==> src/rtl/branch_resolve_unit.sv <==
// Branch resolution for the E stage. It sorts the E instruction into branch,
// JAL, JALR or none and resolves the actual direction and target. It raises a
// mispredict with the corrected next PC. It also keeps a four-entry 2-bit
// saturating direction predictor and two saturating statistics counters.
//
// Ports:
//   CLK, RST             rising-edge clock, synchronous active-high reset
//   branch_numberE       predictor index of the resolving E instruction
//   pcEj, immEj          E instruction PC and offset (13-bit, wrapping)
//   reg_data1Ej/2Ej      rs1 / rs2 operands
//   jump_codeEj          00 none, 01 JAL, 10 JALR, 11 none
//   branch_codeEj        001 BEQ .. 110 BGEU, 000/111 none
//   predict_takenE       direction predicted at fetch for the E instruction
//   branch_numberF       fetch-side predictor lookup index
//   predict_takenF       prediction for branch_numberF (pre-update value)
//   fail_predict         combinational mispredict, flushes F/D and D/E
//   redirect_pc          combinational corrected next PC
//   branch_cnt, miss_cnt saturating resolved-branch / mispredict counters
module branch_resolve_unit (
  input  logic        CLK,
  input  logic        RST,
  input  logic [1:0]  branch_numberE,
  input  logic [12:0] pcEj,
  input  logic [31:0] reg_data1Ej,
  input  logic [31:0] reg_data2Ej,
  input  logic [12:0] immEj,
  input  logic [1:0]  jump_codeEj,
  input  logic [2:0]  branch_codeEj,
  input  logic        predict_takenE,
  input  logic [1:0]  branch_numberF,
  output logic        predict_takenF,
  output logic        fail_predict,
  output logic [12:0] redirect_pc,
  output logic [15:0] branch_cnt,
  output logic [15:0] miss_cnt
);

  localparam int unsigned PC_W    = 13;
  localparam int unsigned CNT_W   = 16;
  localparam int unsigned ENTRIES = 4;

  localparam logic [1:0] JMP_JAL  = 2'b01;
  localparam logic [1:0] JMP_JALR = 2'b10;

  localparam logic [2:0] BR_BEQ  = 3'd1;
  localparam logic [2:0] BR_BNE  = 3'd2;
  localparam logic [2:0] BR_BLT  = 3'd3;
  localparam logic [2:0] BR_BGE  = 3'd4;
  localparam logic [2:0] BR_BLTU = 3'd5;
  localparam logic [2:0] BR_BGEU = 3'd6;

  localparam logic [1:0] CTR_RESET = 2'b01;
  localparam logic [1:0] CTR_MAX   = 2'b11;
  localparam logic [1:0] CTR_MIN   = 2'b00;

  typedef enum logic [1:0] {
    CLS_NONE   = 2'd0,
    CLS_BRANCH = 2'd1,
    CLS_JAL    = 2'd2,
    CLS_JALR   = 2'd3
  } inst_class_e;

  inst_class_e           cls;
  logic                  op_eq;
  logic                  op_lt_s;
  logic                  op_lt_u;
  logic                  cond_taken;
  logic                  actual_taken;
  logic [PC_W-1:0]       pc_target;
  logic [PC_W-1:0]       jalr_sum;
  logic [PC_W-1:0]       jalr_target;
  logic [PC_W-1:0]       fall_through;
  logic                  fail_c;
  logic [PC_W-1:0]       redirect_c;

  logic [ENTRIES-1:0][1:0] ctr_q;
  logic [1:0]              ctr_cur;
  logic [1:0]              ctr_nxt;
  logic [CNT_W-1:0]        branch_cnt_q;
  logic [CNT_W-1:0]        miss_cnt_q;

  // Instruction class; a jump code overrides any branch code.
  always_comb begin
    cls = CLS_NONE;
    if (jump_codeEj == JMP_JAL) begin
      cls = CLS_JAL;
    end else if (jump_codeEj == JMP_JALR) begin
      cls = CLS_JALR;
    end else if (branch_codeEj != 3'd0 && branch_codeEj != 3'd7) begin
      cls = CLS_BRANCH;
    end
  end

  // Operand comparisons.
  assign op_eq   = (reg_data1Ej == reg_data2Ej);
  assign op_lt_s = ($signed(reg_data1Ej) < $signed(reg_data2Ej));
  assign op_lt_u = (reg_data1Ej < reg_data2Ej);

  // Conditional branch direction from the comparison results.
  always_comb begin
    cond_taken = 1'b0;
    case (branch_codeEj)
      BR_BEQ:  cond_taken = op_eq;
      BR_BNE:  cond_taken = !op_eq;
      BR_BLT:  cond_taken = op_lt_s;
      BR_BGE:  cond_taken = !op_lt_s;
      BR_BLTU: cond_taken = op_lt_u;
      BR_BGEU: cond_taken = !op_lt_u;
      default: cond_taken = 1'b0;
    endcase
  end

  // Jumps are always taken; class none never is.
  always_comb begin
    actual_taken = 1'b0;
    case (cls)
      CLS_BRANCH: actual_taken = cond_taken;
      CLS_JAL:    actual_taken = 1'b1;
      CLS_JALR:   actual_taken = 1'b1;
      default:    actual_taken = 1'b0;
    endcase
  end

  // Target and fall-through addresses, all wrapping at the PC width.
  assign pc_target    = pcEj + immEj;
  assign jalr_sum     = reg_data1Ej[PC_W-1:0] + immEj;
  assign jalr_target  = {jalr_sum[PC_W-1:1], 1'b0};
  assign fall_through = pcEj + PC_W'(4);

  // Mispredict decision and the corrected next PC.
  always_comb begin
    fail_c     = 1'b0;
    redirect_c = '0;
    case (cls)
      CLS_BRANCH: begin
        fail_c     = (actual_taken != predict_takenE);
        redirect_c = actual_taken ? pc_target : fall_through;
      end
      CLS_JAL: begin
        fail_c     = (actual_taken != predict_takenE);
        redirect_c = pc_target;
      end
      CLS_JALR: begin
        // The predictor never knows the register target, so always redirect.
        fail_c     = 1'b1;
        redirect_c = jalr_target;
      end
      default: begin
        fail_c     = 1'b0;
        redirect_c = '0;
      end
    endcase
  end

  assign fail_predict = fail_c;
  assign redirect_pc  = redirect_c;

  // Saturating next value for the entry the E branch resolves.
  always_comb begin
    ctr_cur = ctr_q[branch_numberE];
    ctr_nxt = ctr_cur;
    if (actual_taken) begin
      if (ctr_cur != CTR_MAX) begin
        ctr_nxt = ctr_cur + 2'd1;
      end
    end else begin
      if (ctr_cur != CTR_MIN) begin
        ctr_nxt = ctr_cur - 2'd1;
      end
    end
  end

  // The lookup reads the registered table, so a same-cycle update is not seen.
  assign predict_takenF = ctr_q[branch_numberF][1];

  // Predictor table and statistics; reset wins over any update.
  always_ff @(posedge CLK) begin
    if (RST) begin
      ctr_q        <= {ENTRIES{CTR_RESET}};
      branch_cnt_q <= '0;
      miss_cnt_q   <= '0;
    end else begin
      if (cls == CLS_BRANCH) begin
        ctr_q[branch_numberE] <= ctr_nxt;
      end
      if (cls != CLS_NONE && branch_cnt_q != '1) begin
        branch_cnt_q <= branch_cnt_q + CNT_W'(1);
      end
      if (fail_c && miss_cnt_q != '1) begin
        miss_cnt_q <= miss_cnt_q + CNT_W'(1);
      end
    end
  end

  assign branch_cnt = branch_cnt_q;
  assign miss_cnt   = miss_cnt_q;

endmodule

==> config.mk <==
export PLATFORM = sky130hd
export DESIGN_NAME = branch_resolve_unit
export DESIGN_NICKNAME = d
export VERILOG_FILES = /design/src/rtl/branch_resolve_unit.sv
export SDC_FILE = /design/constraint.sdc
export NUM_CORES = 1
export LEC_CHECK = 0
export ABC_AREA = 1
export ABC_CLOCK_PERIOD_IN_PS = 2750
export BUFFER_PORTS_ARGS = -buffer_cell sky130_fd_sc_hd__buf_4
export CORE_MARGIN = 2
export CORE_UTILIZATION = 53
export CTS_CLUSTER_DIAMETER = 50
export DETAILED_ROUTE_END_ITERATION = 8
export PLACE_DENSITY = 0.83
export SKIP_LAST_GASP = 1
export SLEW_MARGIN = 20
export SYNTH_ARGS = -nofsm -noshare
export SYNTH_HDL_FRONTEND = slang
export SYNTH_SLANG_ARGS = --single-unit
export TNS_END_PERCENT = 30
==> constraint.sdc <==
create_clock -name CLK -period 2.75 [get_ports CLK]
set_clock_uncertainty 0.05 [all_clocks]
set_input_delay 0.1375 -clock CLK [delete_from_list [all_inputs] [get_ports CLK]]
set_output_delay 0.1375 -clock CLK [all_outputs]
set_load 0.03 [all_outputs]
# Word-level counts from Yosys, hierarchy flattened
# Cells that the tools add are included.
[word_totals] regBits=40 latchBits=0 ram_bits=0 rom_bits=0 in_bits=102 output_inout_bits=47 wordCells=65 memories=0
[op_classes] n_addsub=7 n_mul=0 n_div=0 magnitude_cmp=5 eq_ne=17 shifts=0 n_mux=18 bitwise_logic=0 n_reduce_logical=12
[ops] op="< comparator 32 bit" count=2
[ops] op="one-hot mux 13 bit (3 select lines)" count=1
[ops] op="adder 16 x 1 -> 16 bit (second input constant)" count=2
[ops] op="equality test 32 bit" count=1
[ops] op="!= test 16 bit (second input constant)" count=2
[ops] op="adder 13 bit" count=2
[ops] op="2-to-1 mux 2 bit" count=8
[ops] op="adder 13 x 3 -> 13 bit (second input constant)" count=1
[ops] op="2-to-1 mux 13 bit" count=1
[ops] op="equality test 3 bit (second input constant)" count=3
[ops] op="binary-select mux 2 bit (select 2 bit)" count=2
[ops] op="bitwise mux 8 bit" count=1
[ops] op="equality test 2 bit (second input constant)" count=3
[ops] op="equality test 3 x 2 -> 1 bit (second input constant)" count=2
[ops] op="< comparator 2 x 3 -> 1 bit (second input constant)" count=2
[ops] op="one-hot mux 1 bit (6 select lines)" count=1
[ops] op="demux 2 bit (select 2 bit)" count=1
[ops] op="equality test 2 x 1 -> 1 bit (second input constant)" count=2
[ops] op="logical AND 1 bit" count=4
[ops] op="one-hot mux 1 bit (2 select lines)" count=2
[ops] op="nonzero test 2 bit" count=2
[ops] op="OR reduction 2 bit" count=2
[ops] op="equality test 3 x 1 -> 1 bit (second input constant)" count=1
[ops] op="logical NOT 1 bit" count=3
[ops] op="8 further kinds" count=8

# Logic depth before layout (Yosys ltp)
# Gate-level depths: netlist of run 1.
[depth] word_depth=11 mapped_depth=26 depth_no_buf=26

# Least setup slack after synthesis of run 1
# OpenSTA, ideal clock, no wires.
[synth_timing] path_kind="input -> output" startpoint="in reg_data2Ej[31]" endpoint="out redirect_pc[11]" t_arrival_ns=2.415 t_required_ns=2.562 setup_slack_ns=0.148 stages=17 n_path_buf=0 path_cell_list="inv_1 > ha_1 > a21oi_1 > o21a_1 > nand2_1 > a21oi_1 > nand2_2 > nand2_1 > nand3_1 > nand2_1 > nand2_1 > nand2_4 > inv_1 > nor2_1 > nand2_1 > a21o_1 > a21oi_1"
[synth_between] elab_chain_cells=6 word_cells_on_any_way=10 classes_between="2 x order compare; 1 x eq/ne; 4 x mux; 3 x reduce/logical"
[synth_rtl] item="start: declaration" line="25" text="input logic [31:0] reg_data2Ej,"
[synth_rtl] item="< comparator 32 bit (tied with other cells)" line="97" text="assign op_lt_u = (reg_data1Ej < reg_data2Ej);"
[synth_rtl] item="logical NOT 1 bit (on tied branches)" line="108, 104, 106"
[synth_rtl] item="one-hot mux 1 bit (6 select lines) (*)" line="102" text="case (branch_codeEj)"
[synth_rtl] item="one-hot mux 1 bit (2 select lines) (*)" line="116" text="case (cls)"
[synth_rtl] item="2-to-1 mux 13 bit (*)" line="137" text="redirect_c = actual_taken ? pc_target : fall_through;"
[synth_rtl] item="one-hot mux 13 bit (3 select lines) (*)" line="134" text="case (cls)"
[synth_rtl] item="end: declaration" line="33" text="output logic [12:0] redirect_pc,"
# Every way passes the cells marked *; elsewhere a longest branch is shown, timed or not.

# Final worst setup path of run 1
[layout_timing] startpoint="in reg_data1Ej[22]" endpoint="out redirect_pc[4]"
[layout_between] elab_chain_cells=6 word_cells_on_any_way=10 classes_between="2 x order compare; 1 x eq/ne; 4 x mux; 3 x reduce/logical"
[layout_rtl] item="start: declaration" line="24" text="input logic [31:0] reg_data1Ej,"
[layout_rtl] item="< comparator 32 bit (tied with other cells)" line="97"
[layout_rtl] item="logical NOT 1 bit (on tied branches)" line="108, 104, 106"
[layout_rtl] item="one-hot mux 1 bit (6 select lines) (*)" line="102"
[layout_rtl] item="one-hot mux 1 bit (2 select lines) (*)" line="116"
[layout_rtl] item="2-to-1 mux 13 bit (*)" line="137"
[layout_rtl] item="one-hot mux 13 bit (3 select lines) (*)" line="134"
# Marks and branches as above.

==> results of run 1 <==
power by group:
part           switching, mW  total, mW  internal [mW]
sequential            0.0159      0.612          0.596
combinational          0.634       1.10          0.464
clock                  0.216      0.388          0.172
total                  0.866       2.10           1.23
synthesized netlist by cell type:
master,instances,area share (%)
sky130_fd_sc_hd__nand4_1,24,3.2
sky130_fd_sc_hd__a22o_1,2,0.38
sky130_fd_sc_hd__nor3_2,2,0.43
sky130_fd_sc_hd__nand2_1,157,13
sky130_fd_sc_hd__xor2_1,22,4.1
sky130_fd_sc_hd__xnor2_1,5,0.94
sky130_fd_sc_hd__buf_6,2,0.48
sky130_fd_sc_hd__nor3b_1,1,0.16
sky130_fd_sc_hd__inv_4,1,0.13
sky130_fd_sc_hd__inv_2,1,0.080
sky130_fd_sc_hd__nand2_4,3,0.72
sky130_fd_sc_hd__nor3b_2,1,0.27
sky130_fd_sc_hd__nand3_1,28,3.0
sky130_fd_sc_hd__a221oi_1,2,0.38
sky130_fd_sc_hd__or2_2,8,1.1
sky130_fd_sc_hd__nand3_2,1,0.21
sky130_fd_sc_hd__inv_1,120,9.7
sky130_fd_sc_hd__o31ai_1,1,0.16
sky130_fd_sc_hd__o311ai_0,1,0.19
sky130_fd_sc_hd__nand3b_1,5,0.80
sky130_fd_sc_hd__maj3_2,1,0.24
sky130_fd_sc_hd__maj3_1,1,0.21
sky130_fd_sc_hd__a21boi_0,1,0.16
sky130_fd_sc_hd__nor2_2,3,0.40
sky130_fd_sc_hd__o221ai_1,1,0.19
sky130_fd_sc_hd__o211ai_1,4,0.64
sky130_fd_sc_hd__ha_1,61,16
sky130_fd_sc_hd__nor3_1,11,1.2
sky130_fd_sc_hd__fa_1,2,0.86
sky130_fd_sc_hd__clkinv_1,1,0.080
sky130_fd_sc_hd__a31oi_1,10,1.3
sky130_fd_sc_hd__a32oi_1,1,0.19
sky130_fd_sc_hd__o21ai_2,1,0.19
sky130_fd_sc_hd__dfxtp_1,40,17
sky130_fd_sc_hd__clkbuf_1,7,0.56
sky130_fd_sc_hd__nand3_4,1,0.38
sky130_fd_sc_hd__nor2_1,59,4.7
sky130_fd_sc_hd__o21a_1,5,0.80
sky130_fd_sc_hd__nor4_1,5,0.67
sky130_fd_sc_hd__o21ai_0,40,4.3
sky130_fd_sc_hd__nand2_2,5,0.67
sky130_fd_sc_hd__a21o_1,2,0.32
sky130_fd_sc_hd__o21bai_1,3,0.48
sky130_fd_sc_hd__a21oi_1,82,8.8
cells by family (layout without fill, tap and decap cells):
| family | count (synthesis) | after routing | share of synthesized area, % |
|---|---|---|---|
| AND/OR/NAND/NOR | 314 | 314 | 30.58 |
| buffers and inverters | 132 | 293 | 11.00 |
| flip-flops | 40 | 40 | 17.17 |
| XOR/XNOR | 27 | 27 | 5.070 |
| AO/OA/AOI/OAI | 156 | 156 | 18.51 |
| adder cells (fa/ha/maj) | 65 | 65 | 17.68 |
per-layer routing:
| layer | up-vias | wire, µm | share of wire (%) |
|---|---|---|---|
| li1 | 2767 | - | - |
| met1 | 2534 | 6240 | 44 |
| met2 | 217 | 6761 | 48 |
| met3 | 19 | 963 | 6.8 |
| met4 | 0 | 189 | 1.3 |
| met5 | - | 0 | 0 |
worst max path at each step:
stage,depth (start not counted),start,endpoint
5_1_grt,19,reg_data2Ej[20],redirect_pc[4]
2_1_floorplan,17,reg_data2Ej[31],redirect_pc[11]
6_report,18,reg_data1Ej[22],redirect_pc[4]
4_1_cts,17,pcEj[0],redirect_pc[12]
3_5_place_dp,18,reg_data1Ej[31],redirect_pc[11]
3_3_place_gp,18,reg_data1Ej[13],redirect_pc[12]
area by class of cell:
type,instances,area share (%)
Clock inverter,2,0.1954
Timing Repair Buffer,163,19.42
Multi-Input combinational cell,562,57.39
Inverter,123,7.308
Tap cell,108,2.110
Sequential cell,40,12.50
Clock buffer,5,1.075
registers in the layout, summed over array words and instances, names as in the netlist:
| signal | cells |
|---|---|
| miss_cnt | 16 |
| ctr_q | 8 |
| branch_cnt | 16 |
stage by stage:
step	std cells	setup slack [ns]	hold slack, ns	instance area (µm²)	util, %
global placement	994	0.03109	0.4077	5959	69.01
floorplan	734	0.1480	0.2421	4664	-
finish	1003	0.05088	0.1481	6404	74.15
detailed placement	994	-0.05546	0.4179	5959	69.01
global route	1003	-0.06876	0.1699	6404	74.15
CTS	1001	-0.006920	0.1483	6047	70.02
what timing repair did:
action                                  4_1_cts  5_1_grt
setup buffers                                 0        2
endpoints found under the setup margin        2       13
pin swaps                                     0       25
gates resized for setup                       2       73
gates cloned                                  0        0
hold buffers                                  0        0
==> metrics.csv, run 1 <==
metric,value,unit
hold_end,miss_cnt[0],
static-leakage-power,3.088,nW
antenna_violations_before_repair,0,
layout_common_cells,"160 x sky130_fd_sc_hd__buf_4, 144 x sky130_fd_sc_hd__nand2_1, 111 x sky130_fd_sc_hd__inv_1",
gp_routability_congestion,0.9075,
synthesis.instances,734,
final-seq-area,800.8,µm²
floorplan.die.height,97.82,µm
remaining_overflow_grt,0,
placeableCoreArea,0.008636,mm²
clock_sinks,40,
library_cell_contributing_the_largest_single_delay_on_the_critical_path,sky130_fd_sc_hd__ha_1,
post_synth_instance_area,0.004664,mm²
vdd.ir_drop.worst,0.2221,mV
grt_setup_unrepaired,true,
hold_class,primary input to flip-flop,
clock_insertion_delay_worst_skew,0.29,ns
cts_tree,yes,
p_total,2.098,mW
worst_slew_margin_rel,62.89,%
vias,5537,
busiest_layer,met2,
shortest_period_the_worst_path_allows,2.699,ns
antenna_cells,0,
setup-tns-final,0,ns
dieWidth,97.82,µm
final_max_slew_viol_count,0,
worstPathBufferInverterCount,3,
groute.usage.overall,27.70,%
drv_cap,0,
origin_of_the_critical_flop_to_flop_path,branch_cnt[0],
finalSetupViolCount,0,
vias_per_instance,5.520,
worstReg2RegEnd,branch_cnt[15],
max_incr_delay_on_cp,0.29,ns
critPathLaunchType,primary input,
seq_area_frac_synth,17.17,%
synth.net_count,899,
cts_made_buffers,5,
clock_tree.root_cell,sky130_fd_sc_hd__clkbuf_8,
drc,0,
timing.critical_path.to_type,output port,
port_buffers,148,
cpLargestDelayFamily,simple AND/OR/NAND/NOR gates,
critical_path.cell_chain,"buf_4, ha_1, nand2_2, nor2_4, nand3_2, nor3b_2, nand2_2, nand2_2, nand2_2, a21oi_2, nand2_2, nand2_4, nand2_4, buf_6, a21oi_2, o21ai_1, a31oi_1, buf_4",
timing_worst_slew_pin_value,0.5561,ns
grt_max_degree,24,
fmax,370.5,MHz
postRouteWirelength,14150,µm
clockBufferDepth,2,
drive_above_1_share,28.83,%
synthDistinctLibCells,44,
met2_usage,46.79,%
rows,34,
first_pass_grt_wire_length,22690,µm
worst_hold_path_cell_count,2,
starting_utilization_of_the_core_area,54.01,%
nNetsFinal,1060,
n_fill_cell,700,
worstSetupPathType,primary input to output port,
ant_nets,0,
drtIter0Drc,326,
synth_warnings,0,
postSynthAreaPerCell,6.355,µm²
required,2.56,ns
cp.arrival,2.51,ns
status,"complete, no violations",
hold_violations,0,
final_clock_period_utilization_by_the_worst_path,98.15,%
drt-wirelength-per-cell,14.11,µm
grt.met3_usage,3.508,%
worstRegToRegCells,13,
top_level_ports,149,
critical-path-top-cell-by-count,sky130_fd_sc_hd__nand2_2,
worstPathMaxFanout,6,
pwr_density_cell,327.6,mW/mm²
htree_num_levels,2,
area_delta_synth_final,37.29,%
clock_input_transition_at_the_sequential_cells_of_the_worst_setup_and_hold_paths,0.08,ns
area_of_combinational_cells_with_multiple_inputs,0.003675,mm²
detailedRoute.firstPassIterationCount,5,
floorplan_die_area,0.009568,mm²
setup.reg_to_reg.worst_slack,0.48,ns
most_common_library_cell_in_the_layout_ignoring_fill_and_taps,sky130_fd_sc_hd__buf_4,
hp-start,RST,
grt.met1_usage,38.27,%
ys_ff_latch,40,
vias_in_the_first_global_route,5024,
dp.final_hpwl,10990,µm
(Power assumes the default switching activity.)
==> run 2: changes to the inputs <==
Settings changed: CORE_UTILIZATION 53 to 44, PLACE_DENSITY 0.83 to 0.71.
==> run 2 against run 1 <==
  * Power increased by 6.0%
  * Die area is 20% higher
  * Fmax rose by 0.10%
  * Register-to-register slack better by 0.07 ns
  * Via count down 1.5%
  * First-iteration DRC count grew 12%
  * Cell area up 0.70%
==> metrics.csv, run 2 (same netlist as run 1, synthesis figures left out) <==
metric,value,unit,change
cts_tree,yes,,
critPathLaunchType,primary input,,
remaining_overflow_grt,0,,unchanged
final_clock_period_utilization_by_the_worst_path,98.05,%,-0.10 points
antenna_cells,0,,unchanged
status,"complete, no violations",,
antenna_violations_before_repair,0,,unchanged
gp_routability_congestion,0.9206,,+1.4%
timing.critical_path.to_type,output port,,
drv_cap,0,,unchanged
top_level_ports,149,,unchanged
hold_violations,0,,unchanged
drt-wirelength-per-cell,13.50,µm,-4.4%
drive_above_1_share,28.08,%,-0.75 points
drc,0,,unchanged
floorplan.die.height,107.0,µm,+9.3%
most_common_library_cell_in_the_layout_ignoring_fill_and_taps,sky130_fd_sc_hd__buf_4,,
floorplan_die_area,0.01144,mm²,+20%
dp.final_hpwl,10990,µm,about the same
clock_insertion_delay_worst_skew,0.30,ns,about the same
first_pass_grt_wire_length,21860,µm,-3.7%
groute.usage.overall,22.92,%,-4.8 points
post_layout_nonfiller_instances,1037,,+3.4%
p_total,2.224,mW,+6.0%
finalSetupViolCount,0,,unchanged
final_area,0.006449,mm²,+0.70%
dieWidth,107.0,µm,+9.3%
starting_utilization_of_the_core_area,45.18,%,-8.8 points
dp_cells,1024,,+3.0%
static-leakage-power,3.129,nW,+1.3%
layout.core_utilization,62.47,%,-12 points
detailedRoute.firstPassIterationCount,5,,unchanged
clock_sinks,40,,unchanged
clock_tree.root_cell,sky130_fd_sc_hd__clkbuf_8,,
worstRegToRegCells,10,,-3
port_buffers,148,,unchanged
origin_of_the_critical_flop_to_flop_path,miss_cnt[0],,
fmax,370.9,MHz,+0.10%
cp.arrival,2.51,ns,about the same
htree_num_levels,2,,unchanged
setup-tns-final,0,ns,unchanged
vdd.ir_drop.worst,0.2289,mV,+3.1%
post_placement_worst_setup_slack,-0.01809,ns,+0.03737 ns
finalHoldWorstSlack,0.1521,ns,+0.003989 ns
setup.reg_to_reg.worst_slack,0.55,ns,+0.07 ns
postRouteWirelength,14000,µm,-1.1%
worstSetupPathType,primary input to output port,,
postCtsHoldBufs,0,,unchanged
placedInstanceArea,0.006010,mm²,+0.84%
nNetsFinal,1065,,+0.47%
area_delta_synth_final,38.25,%,
ant_nets,0,,unchanged
drtIter0Drc,364,,+12%
final.setup.worst_slack,0.05364,ns,+0.002756 ns
vias,5453,,-1.5%
layout_common_cells,"164 x sky130_fd_sc_hd__buf_4, 149 x sky130_fd_sc_hd__nand2_1, 113 x sky130_fd_sc_hd__inv_1",,
hold_class,primary input to flip-flop,,
worstReg2RegEnd,miss_cnt[0],,
worst_slew_margin_rel,62.84,%,about the same
vias_in_the_first_global_route,4886,,-2.7%
rows,37,,+8.8%
placeableCoreArea,0.01032,mm²,+20%
worst_hold_path_cell_count,2,,unchanged
shortest_period_the_worst_path_allows,2.696,ns,-0.002756 ns
worstPathMaxFanout,4,,-2
required,2.56,ns,about the same
hold_end,miss_cnt[2],,
pwr_density_cell,344.8,mW/mm²,+5.3%
hp-start,RST,,
clockBufferDepth,2,,unchanged
vias_per_instance,5.258,,-4.7%
timing_worst_slew_pin_value,0.5523,ns,-0.003774 ns
grt_setup_unrepaired,true,,
cts_made_buffers,5,,unchanged
clock_input_transition_at_the_sequential_cells_of_the_worst_setup_and_hold_paths,0.08,ns,about the same
final_max_slew_viol_count,0,,unchanged
grt_max_degree,24,,unchanged
-- run 2: cell count changes in the layout (fill, tap and decap cells not counted), moves of 2 or more --
cell and change:
sky130_fd_sc_hd__inv_1 +2, sky130_fd_sc_hd__buf_6 +2, sky130_fd_sc_hd__inv_2 -3, sky130_fd_sc_hd__nand2_1 +5, sky130_fd_sc_hd__buf_4 +4, sky130_fd_sc_hd__ha_1 +4
sky130_fd_sc_hd__ha_4 -4, sky130_fd_sc_hd__nand2_2 -5
-- run 2: worst max-delay path by stage --
stage,startpoint,end,slack [ns],cells past startpoint
4_1_cts,reg_data1Ej[23],redirect_pc[12],0.009,19
2_1_floorplan,reg_data2Ej[31],redirect_pc[11],0.15,17
5_1_grt,pcEj[0],redirect_pc[12],-0.08,17
3_3_place_gp,immEj[6],redirect_pc[12],0.01,18
6_report,reg_data1Ej[9],redirect_pc[4],0.05,19
3_5_place_dp,reg_data1Ej[23],redirect_pc[11],-0.02,18
-- run 2: timing repair --
action                     in CTS  in global routing
buffers inserted                0                  5
gates resized for setup         1                 66
pin swaps                       0                 26
setup endpoints to repair       1                 14
-- run 2: layer usage --
metal	vias to the layer above	wire, µm	global-route usage (%)
met5	-	0	0
li1	2782	-	-
met1	2468	6251	30.86
met3	19	859	2.796
met2	184	6704	39.40
met4	0	181	4.638
-- run 2: worst max-delay path, stage by stage --
cell and delay (ns):
sky130_fd_sc_hd__buf_4 0.12, sky130_fd_sc_hd__ha_1 0.29, sky130_fd_sc_hd__nand2_1 0.07, sky130_fd_sc_hd__nand2_1 0.05
sky130_fd_sc_hd__nand3_1 0.06, sky130_fd_sc_hd__nand2_1 0.06, sky130_fd_sc_hd__a21oi_2 0.16, sky130_fd_sc_hd__nand2_1 0.08
sky130_fd_sc_hd__nand2_2 0.11, sky130_fd_sc_hd__nand3b_1 0.14, sky130_fd_sc_hd__a21oi_2 0.16, sky130_fd_sc_hd__nand2_2 0.09
sky130_fd_sc_hd__nand2_4 0.12, sky130_fd_sc_hd__nand2_4 0.08, sky130_fd_sc_hd__buf_6 0.13, sky130_fd_sc_hd__a21oi_2 0.10
sky130_fd_sc_hd__o21ai_1 0.09, sky130_fd_sc_hd__a31oi_1 0.25, sky130_fd_sc_hd__buf_4 0.21
-- run 2: power by group --
| group | total, mW | internal [mW] | switching [mW] |
|---|---|---|---|
| logic | 1.09 | 0.463 | 0.630 |
| registers | 0.611 | 0.596 | 0.0150 |
| clock network | 0.520 | 0.297 | 0.223 |
-- run 2: cell type report --
class                      count  area, µm²
clock inverter                 2      38.79
multi-input combinational    562       3610
sequential                    40      800.8
fill                         945       3875
clock buffer                   6      82.58
timing repair buffer         168       1276
tap                          136      170.2
inverter                     123      470.5
